==> src/rtl/control_fsm_if.sv <==
// Memory request channel between the main controller and the memory port.
// Handshake: the controller raises mem_valid (with mem_we and addr_sel) and
// holds all three stable until memory answers with mem_ready in the same
// cycle; that cycle completes the access. mem_ready is ignored whenever
// mem_valid is low.
interface control_fsm_if;
   logic mem_valid;
   logic mem_we;
   logic addr_sel;
   logic mem_ready;

   modport master (
      output mem_valid,
      output mem_we,
      output addr_sel,
      input  mem_ready
   );

   modport slave (
      input  mem_valid,
      input  mem_we,
      input  addr_sel,
      output mem_ready
   );
endinterface

==> src/rtl/control_fsm.sv <==
// Multi-cycle main controller for the RV32I core. It runs one instruction at
// a time through fetch, decode, execute, memory and writeback, and drives
// every datapath select and write enable plus the ALU command. The outputs
// are decoded combinationally from the state and the IR, and they are all
// held at zero while resetn is low.
module control_fsm (
   input  logic                clk,
   input  logic                resetn,
   control_fsm_if.master       mem,
   input  logic [31:0]         instr,
   input  logic                branch_flag,
   output logic                ir_we,
   output logic                mdr_we,
   output logic                pc_we,
   output logic                pc_src,
   output logic                rf_we,
   output logic [1:0]          wb_sel,
   output logic [1:0]          alu_src_a,
   output logic [1:0]          alu_src_b,
   output logic [3:0]          alu_ctrl,
   output logic [2:0]          imm_sel,
   output logic                illegal,
   output logic [3:0]          state
);

   // State encodings
   localparam logic [3:0] S_FETCH    = 4'd0;
   localparam logic [3:0] S_DECODE   = 4'd1;
   localparam logic [3:0] S_EXEC_R   = 4'd2;
   localparam logic [3:0] S_EXEC_I   = 4'd3;
   localparam logic [3:0] S_WB_ALU   = 4'd4;
   localparam logic [3:0] S_MEM_ADDR = 4'd5;
   localparam logic [3:0] S_MEM_RD   = 4'd6;
   localparam logic [3:0] S_WB_MEM   = 4'd7;
   localparam logic [3:0] S_MEM_WR   = 4'd8;
   localparam logic [3:0] S_BRANCH   = 4'd9;
   localparam logic [3:0] S_JAL      = 4'd10;
   localparam logic [3:0] S_JALR     = 4'd11;
   localparam logic [3:0] S_LUI      = 4'd12;
   localparam logic [3:0] S_AUIPC    = 4'd13;
   localparam logic [3:0] S_TRAP     = 4'd15;

   // ALU commands (same values as ALU_CMD_* in constants.v)
   localparam logic [3:0] ALU_ADD  = 4'd0;
   localparam logic [3:0] ALU_SUB  = 4'd1;
   localparam logic [3:0] ALU_SLL  = 4'd2;
   localparam logic [3:0] ALU_SLT  = 4'd3;
   localparam logic [3:0] ALU_SLTU = 4'd4;
   localparam logic [3:0] ALU_XOR  = 4'd5;
   localparam logic [3:0] ALU_SRL  = 4'd6;
   localparam logic [3:0] ALU_SRA  = 4'd7;
   localparam logic [3:0] ALU_OR   = 4'd8;
   localparam logic [3:0] ALU_AND  = 4'd9;

   // Opcodes
   localparam logic [6:0] OP_R      = 7'b0110011;
   localparam logic [6:0] OP_I      = 7'b0010011;
   localparam logic [6:0] OP_LOAD   = 7'b0000011;
   localparam logic [6:0] OP_STORE  = 7'b0100011;
   localparam logic [6:0] OP_BRANCH = 7'b1100011;
   localparam logic [6:0] OP_JAL    = 7'b1101111;
   localparam logic [6:0] OP_JALR   = 7'b1100111;
   localparam logic [6:0] OP_LUI    = 7'b0110111;
   localparam logic [6:0] OP_AUIPC  = 7'b0010111;
   localparam logic [6:0] OP_FENCE  = 7'b0001111;

   // Datapath select encodings
   localparam logic [1:0] A_PC    = 2'd0;
   localparam logic [1:0] A_RS1   = 2'd1;
   localparam logic [1:0] A_OLDPC = 2'd2;
   localparam logic [1:0] B_RS2   = 2'd0;
   localparam logic [1:0] B_IMM   = 2'd1;
   localparam logic [1:0] B_FOUR  = 2'd2;
   localparam logic [1:0] WB_ALU  = 2'd0;
   localparam logic [1:0] WB_MDR  = 2'd1;
   localparam logic [1:0] WB_PC   = 2'd2;
   localparam logic [1:0] WB_IMM  = 2'd3;
   localparam logic [2:0] IMM_I   = 3'd0;
   localparam logic [2:0] IMM_S   = 3'd1;
   localparam logic [2:0] IMM_B   = 3'd2;
   localparam logic [2:0] IMM_U   = 3'd3;
   localparam logic [2:0] IMM_J   = 3'd4;

   logic [3:0] state_q, state_d, decode_target;
   logic [6:0] opcode, funct7;
   logic [2:0] funct3;
   logic       taken;

   logic       mem_valid_c, mem_we_c, addr_sel_c;
   logic       ir_we_c, mdr_we_c, pc_we_c, pc_src_c, rf_we_c, illegal_c;
   logic [1:0] wb_sel_c, alu_src_a_c, alu_src_b_c;
   logic [3:0] alu_ctrl_c;
   logic [2:0] imm_sel_c;

   // Register and rd fields are consumed by the datapath, not here
   logic unused_fields;
   assign unused_fields = ^{instr[24:15], instr[11:7]};

   assign opcode = instr[6:0];
   assign funct3 = instr[14:12];
   assign funct7 = instr[31:25];

   // BEQ/BLT/BLTU take on flag, BNE/BGE/BGEU on its inverse
   assign taken = funct3[0] ? ~branch_flag : branch_flag;

   // funct3 to ALU command for register and immediate arithmetic
   function automatic logic [3:0] alu_op(input logic [2:0] f3,
                                         input logic       use_sub,
                                         input logic       use_sra);
      logic [3:0] op;
      case (f3)
         3'd0:    op = use_sub ? ALU_SUB : ALU_ADD;
         3'd1:    op = ALU_SLL;
         3'd2:    op = ALU_SLT;
         3'd3:    op = ALU_SLTU;
         3'd4:    op = ALU_XOR;
         3'd5:    op = use_sra ? ALU_SRA : ALU_SRL;
         3'd6:    op = ALU_OR;
         default: op = ALU_AND;
      endcase
      return op;
   endfunction

   // Decode the IR into the first execute state, trapping on encodings the core does not implement
   always_comb begin
      decode_target = S_TRAP;
      case (opcode)
         OP_R: begin
            if ((funct7 == 7'h00) ||
                ((funct7 == 7'h20) && ((funct3 == 3'd0) || (funct3 == 3'd5))))
               decode_target = S_EXEC_R;
         end
         OP_I: begin
            if (funct3 == 3'd1)
               decode_target = (funct7 == 7'h00) ? S_EXEC_I : S_TRAP;
            else if (funct3 == 3'd5)
               decode_target = ((funct7 == 7'h00) || (funct7 == 7'h20)) ? S_EXEC_I : S_TRAP;
            else
               decode_target = S_EXEC_I;
         end
         OP_LOAD, OP_STORE: begin
            if (funct3 == 3'b010)
               decode_target = S_MEM_ADDR;
         end
         OP_BRANCH: begin
            if ((funct3 != 3'd2) && (funct3 != 3'd3))
               decode_target = S_BRANCH;
         end
         OP_JAL:   decode_target = S_JAL;
         OP_JALR: begin
            if (funct3 == 3'd0)
               decode_target = S_JALR;
         end
         OP_LUI:   decode_target = S_LUI;
         OP_AUIPC: decode_target = S_AUIPC;
         OP_FENCE: decode_target = S_FETCH;
         default:  decode_target = S_TRAP;
      endcase
   end

   // Next-state selection; memory states hold until mem_ready
   always_comb begin
      state_d = state_q;
      case (state_q)
         S_FETCH:    state_d = mem.mem_ready ? S_DECODE : S_FETCH;
         S_DECODE:   state_d = decode_target;
         S_EXEC_R,
         S_EXEC_I:   state_d = S_WB_ALU;
         S_MEM_ADDR: state_d = (opcode == OP_LOAD) ? S_MEM_RD : S_MEM_WR;
         S_MEM_RD:   state_d = mem.mem_ready ? S_WB_MEM : S_MEM_RD;
         S_MEM_WR:   state_d = mem.mem_ready ? S_FETCH : S_MEM_WR;
         S_WB_ALU, S_WB_MEM, S_BRANCH, S_JAL, S_JALR, S_LUI, S_AUIPC:
                     state_d = S_FETCH;
         S_TRAP:     state_d = S_TRAP;
         default:    state_d = S_TRAP;
      endcase
   end

   // State register; reset aborts any instruction in flight
   always_ff @(posedge clk or negedge resetn) begin
      if (!resetn) state_q <= S_FETCH;
      else         state_q <= state_d;
   end

   // Per-state datapath controls; anything not set for a state stays 0
   always_comb begin
      mem_valid_c = 1'b0;
      mem_we_c    = 1'b0;
      addr_sel_c  = 1'b0;
      ir_we_c     = 1'b0;
      mdr_we_c    = 1'b0;
      pc_we_c     = 1'b0;
      pc_src_c    = 1'b0;
      rf_we_c     = 1'b0;
      illegal_c   = 1'b0;
      wb_sel_c    = WB_ALU;
      alu_src_a_c = A_PC;
      alu_src_b_c = B_RS2;
      alu_ctrl_c  = ALU_ADD;
      imm_sel_c   = IMM_I;
      case (state_q)
         S_FETCH: begin
            mem_valid_c = 1'b1;
            addr_sel_c  = 1'b0;
            alu_src_a_c = A_PC;
            alu_src_b_c = B_FOUR;
            pc_src_c    = 1'b0;
            ir_we_c     = mem.mem_ready;
            pc_we_c     = mem.mem_ready;
         end
         S_DECODE: begin
            alu_src_a_c = A_OLDPC;
            alu_src_b_c = B_IMM;
            case (opcode)
               OP_BRANCH: imm_sel_c = IMM_B;
               OP_JAL:    imm_sel_c = IMM_J;
               OP_AUIPC:  imm_sel_c = IMM_U;
               default:   imm_sel_c = IMM_I;
            endcase
         end
         S_EXEC_R: begin
            alu_src_a_c = A_RS1;
            alu_src_b_c = B_RS2;
            alu_ctrl_c  = alu_op(funct3, funct7[5], funct7[5]);
         end
         S_EXEC_I: begin
            alu_src_a_c = A_RS1;
            alu_src_b_c = B_IMM;
            imm_sel_c   = IMM_I;
            alu_ctrl_c  = alu_op(funct3, 1'b0, funct7[5]);
         end
         S_WB_ALU: begin
            rf_we_c  = 1'b1;
            wb_sel_c = WB_ALU;
         end
         S_MEM_ADDR: begin
            alu_src_a_c = A_RS1;
            alu_src_b_c = B_IMM;
            imm_sel_c   = (opcode == OP_STORE) ? IMM_S : IMM_I;
         end
         S_MEM_RD: begin
            addr_sel_c  = 1'b1;
            mem_valid_c = 1'b1;
            mdr_we_c    = mem.mem_ready;
         end
         S_WB_MEM: begin
            rf_we_c  = 1'b1;
            wb_sel_c = WB_MDR;
         end
         S_MEM_WR: begin
            addr_sel_c  = 1'b1;
            mem_valid_c = 1'b1;
            mem_we_c    = 1'b1;
         end
         S_BRANCH: begin
            alu_src_a_c = A_RS1;
            alu_src_b_c = B_RS2;
            alu_ctrl_c  = !funct3[2] ? ALU_SUB : (funct3[1] ? ALU_SLTU : ALU_SLT);
            pc_we_c     = taken;
            pc_src_c    = 1'b1;
         end
         S_JAL: begin
            rf_we_c  = 1'b1;
            wb_sel_c = WB_PC;
            pc_we_c  = 1'b1;
            pc_src_c = 1'b1;
         end
         S_JALR: begin
            alu_src_a_c = A_RS1;
            alu_src_b_c = B_IMM;
            imm_sel_c   = IMM_I;
            pc_src_c    = 1'b0;
            pc_we_c     = 1'b1;
            rf_we_c     = 1'b1;
            wb_sel_c    = WB_PC;
         end
         S_LUI: begin
            rf_we_c   = 1'b1;
            wb_sel_c  = WB_IMM;
            imm_sel_c = IMM_U;
         end
         S_AUIPC: begin
            rf_we_c  = 1'b1;
            wb_sel_c = WB_ALU;
         end
         S_TRAP: begin
            illegal_c = 1'b1;
         end
         default: begin
            illegal_c = 1'b0;
         end
      endcase
   end

   // Hold every output at zero while reset is asserted
   assign mem.mem_valid = resetn & mem_valid_c;
   assign mem.mem_we    = resetn & mem_we_c;
   assign mem.addr_sel  = resetn & addr_sel_c;
   assign ir_we         = resetn & ir_we_c;
   assign mdr_we        = resetn & mdr_we_c;
   assign pc_we         = resetn & pc_we_c;
   assign pc_src        = resetn & pc_src_c;
   assign rf_we         = resetn & rf_we_c;
   assign illegal       = resetn & illegal_c;
   assign wb_sel        = resetn ? wb_sel_c    : 2'd0;
   assign alu_src_a     = resetn ? alu_src_a_c : 2'd0;
   assign alu_src_b     = resetn ? alu_src_b_c : 2'd0;
   assign alu_ctrl      = resetn ? alu_ctrl_c  : 4'd0;
   assign imm_sel       = resetn ? imm_sel_c   : 3'd0;
   assign state         = resetn ? state_q     : S_FETCH;

endmodule
==> src/flat_wrapper.sv <==
// flat-port wrapper written by rule: the top's interface ports become plain ports
module control_fsm_flat 
  (clk, resetn, instr, branch_flag, ir_we, mdr_we, pc_we, pc_src, rf_we, wb_sel, alu_src_a, alu_src_b, alu_ctrl, imm_sel, illegal, state, mem_mem_valid, mem_mem_we, mem_addr_sel, mem_mem_ready);
  control_fsm_if mem_i ();
  input  logic clk;
  input  logic resetn;
  input  logic [31:0] instr;
  input  logic branch_flag;
  output logic ir_we;
  output logic mdr_we;
  output logic pc_we;
  output logic pc_src;
  output logic rf_we;
  output logic [1:0] wb_sel;
  output logic [1:0] alu_src_a;
  output logic [1:0] alu_src_b;
  output logic [3:0] alu_ctrl;
  output logic [2:0] imm_sel;
  output logic illegal;
  output logic [3:0] state;
  output wire logic [$bits(mem_i.mem_valid)-1:0] mem_mem_valid;
  output wire logic [$bits(mem_i.mem_we)-1:0] mem_mem_we;
  output wire logic [$bits(mem_i.addr_sel)-1:0] mem_addr_sel;
  input wire logic [$bits(mem_i.mem_ready)-1:0] mem_mem_ready;
  assign mem_mem_valid = mem_i.mem_valid;
  assign mem_mem_we = mem_i.mem_we;
  assign mem_addr_sel = mem_i.addr_sel;
  assign mem_i.mem_ready = mem_mem_ready;
  control_fsm u_core (.clk(clk), .resetn(resetn), .mem(mem_i), .instr(instr), .branch_flag(branch_flag), .ir_we(ir_we), .mdr_we(mdr_we), .pc_we(pc_we), .pc_src(pc_src), .rf_we(rf_we), .wb_sel(wb_sel), .alu_src_a(alu_src_a), .alu_src_b(alu_src_b), .alu_ctrl(alu_ctrl), .imm_sel(imm_sel), .illegal(illegal), .state(state));
endmodule
==> config.mk <==
export PLATFORM = sky130hd
export DESIGN_NAME = control_fsm_flat
export DESIGN_NICKNAME = d
export VERILOG_FILES = /design/src/rtl/control_fsm_if.sv /design/src/rtl/control_fsm.sv /design/src/flat_wrapper.sv
export SDC_FILE = /design/constraint.sdc
export NUM_CORES = 1
export LEC_CHECK = 0
export ABC_AREA = 1
export CAP_MARGIN = 10
export CORE_MARGIN = 5
export CORE_UTILIZATION = 37
export CTS_CLUSTER_DIAMETER = 30
export CTS_CLUSTER_SIZE = 16
export DETAILED_ROUTE_END_ITERATION = 12
export GPL_TIMING_DRIVEN = 0
export PLACE_DENSITY = 0.81
export SYNTH_ARGS = -nofsm -noshare
export SYNTH_HDL_FRONTEND = slang
export SYNTH_SLANG_ARGS = --single-unit
==> constraint.sdc <==
create_clock -name clk -period 2.05 [get_ports clk]
set_clock_uncertainty 0.05 [all_clocks]
set_input_delay 0.5125 -clock clk [delete_from_list [all_inputs] [get_ports clk]]
set_output_delay 0.5125 -clock clk [all_outputs]
set_load 0.005 [all_outputs]
==> impl_metrics.tcl <==
set metrics [dict create \
    fin_total_pwr_uw 325 \
    wirelength_um 5260 \
    grt_usage_pct 24.7 \
    synthTopCellsByArea "nand2_1, nor2_1, dfrtp_1" \
    hold_viol 0 \
    dr.first_iter.drc_count 131 \
    crit_slowest_cell "dfrtp_2" \
    synth-main-ff-cell "dfrtp_1" \
    antenna_found_initial 0 \
    cap_violations 0 \
    slew_violations 0 \
    overflow 0 \
    cp_data_required_time_ps 1490 \
    fillers 159 \
    hold_class "input port to async pin" \
    syn_area_um2 970 \
    wl_met2_um 2530 \
    synth-async-reset-ratio_pct 100 \
    synth-seq-area-share_pct 10.3 \
    largest_reg_flops 4 \
    grt_max_degree 11 \
    clock-sinks 4 \
    r2r-start "u_core.state_q[2]" \
    gp_congestion 0.863 \
    fin_hold_ws_ps 21.5 \
    dpl.cell_count 266 \
    std_cell_rows 18 \
    status "complete, but fails checks" \
    cts_root_buffer "clkbuf_4" \
    power_density_mw_per_mm2 164 \
    boundaryPins 62 \
    cts_tree "done" \
    viasPerCell 5.67 \
    clk_pin_slew_ps 40 \
    yosys_warnings 0 \
    cp_slowest_stage_delay_ps 480 \
    startpoint_type "flop" \
    dp_hpwl_um 2470 \
    hold_buffers 0 \
    slew_headroom_pct 80.0 \
    cts_max_level 1 \
    vias 1793 \
    critical_path_class "flop to output pin" \
    synth_edf_count 0 \
    ant_nets 0 \
    io_buffers 46 \
    numCtsBuffers 3 \
    die_area_mm2 0.00374 \
    layout-drive-gt1-share_pct 51.0 \
    ys_ff_latch 4 \
    topRoutingLayerUsed "met4" \
    setup_violations 12 \
    synthCells 190 \
    worstPathMaxFanout 4 \
    dr.pass1.iters 5 \
    syn-num-nets 226 \
    remaining_drc_errors 0 \
    layout.nets 324 \
    wl_met1_um 1890 \
    reg2reg_to "u_core.state_q[3]" \
    dr_wl_met3_um 472 \
    grt_pass1_vias 1524 \
    die_h_um 61.2 \
    yosysUniqueCellTypes 27 \
    post-route-min-period_ps 2220 \
    clk-insertion-delay-late_ps 230 \
    layout_top_registers "u_core.state_q x4" \
    diodes 0 \
    startpoint "u_core.state_q[2]" \
    critPathArrivalTime_ps 1660 \
    violations "negative setup slack" \
    netlist.top_cell.by_area "nand2_1" \
    worst_path_most_repeated_cell "buf_6" \
    clock.fmax_mhz 451 \
    peakVddDrop_uv 311 \
    reg2reg_slack_ps 480 \
    period_share_pct 108 \
    critPathCaptureType "output pin" \
    critical_path.cell_chain "nor2_4 > buf_6 > buf_6 > buf_6 > nand3_2 > o22ai_2 > nor2_1 > nor2_1 > buf_2" \
    yosys.cell_count.top_type "nand2_1" \
    fin_cells 316 \
    worstMarginPinSlew_ps 296 \
    r2r_cells 10 \
    area_growth_syn_to_layout_pct 105 \
    die_w_um 61.2 \
    postSynthAreaPerCell_um2 5.10 \
    drt-wirelength-per-cell_um 16.6 \
    clk_path_buf_depth 2 \
    start_util_pct 38.8 \
    top_register "u_core.state_q" \
    p_leak_nw 1.09 \
    synth_commonest_cells "nand2_1, nor2_1, inv_1" \
    fin_ws_ps -168 \
    yosysTopAreaCellShare_pct 22.1 \
    tns_ps -1150 \
    rsz0062_at_grt "true" \
    grt_pass1_wl_um 7080 \
    core_mm2 0.00250 \
]
cell usage in the layout, fill, tap and decap left out, types with 2 or more instances in the layout:
master / count
nor3_1: 2
clkbuf_2: 7
clkdlybuf4s15_2: 3
and3_1: 2
a21oi_2: 2
nand3_4: 2
buf_2: 12
nand2_1: 44
o211ai_1: 2
nor2_1: 23
inv_1: 15
nand2_2: 10
nand3_2: 3
nor2_2: 9
dlymetal6s2s_1: 5
inv_2: 14
dfrtp_2: 4
o21ai_1: 3
inv_4: 3
buf_4: 44
nor2_4: 9
a31oi_1: 4
clkbuf_4: 3
nand2_4: 4
o21a_1: 2
a21oi_1: 3
o21ai_0: 3
buf_6: 7
nand3_1: 14
o21ai_2: 2
dlygate4sd2_1: 9
clkdlybuf4s50_1: 7
kinds of logic after synthesis:
group | synth area share, %
AO/OA/AOI/OAI | 15.1
AND/OR/NAND/NOR | 59.7
buffers and inverters | 13.9
XOR/XNOR | 0.903
flip-flops | 10.3
routing by layer:
metal  up-vias  GRT usage [%]
met3        42           3.14
li1        802              -
met4         0           9.60
met2       162           45.5
met1       787           28.6
met5         -              0
report_power, final:
group,internal (mW),switching [mW],leakage [nW]
clock network,0.0656,0.0332,0.0138
registers,0.0793,0,0.0337
logic,0.0659,0.0811,1.04
worst max-delay path: cells and delay by family (launching register included):
family	cells	cell delay, ps
flip-flops	1	480
buffers and inverters	4	430
AND/OR/NAND/NOR	4	380
AO/OA/AOI/OAI	1	120
repair_timing:
item,in CTS,in global routing
setup buffers,30,18
setup endpoints to repair,26,24
gates resized for setup,124,58
pin swaps,19,18
metrics by stage:
stage | cell area (um^2) | setup slack (ps) | utilization, %
after CTS | 1790 | -236 | 71.5
final | 1990 | -168 | 79.5
after floorplan | 970 | 247 | -
after global routing | 1990 | -274 | 79.5
after global placement | 1470 | -1020 | 58.7
after detailed placement | 1470 | -1040 | 58.7
area by class of cell:
class,count,area [um^2],area share (%)
multi-input combinational,151,922,46.4
timing repair buffer,93,738,37.2
inverter,33,136,6.86
sequential,4,105,5.29
tap,30,37.5,1.89
buffer,2,25.0,1.26
clock buffer,3,22.5,1.13
how the worst max path moves through the flow:
stage             endpoint
2_1_floorplan  alu_ctrl[2]
3_3_place_gp   alu_ctrl[2]
3_5_place_dp         pc_we
4_1_cts          wb_sel[1]
5_1_grt        alu_ctrl[0]
6_report       alu_ctrl[0]
Note: power is estimated with default switching activity, not from simulation.
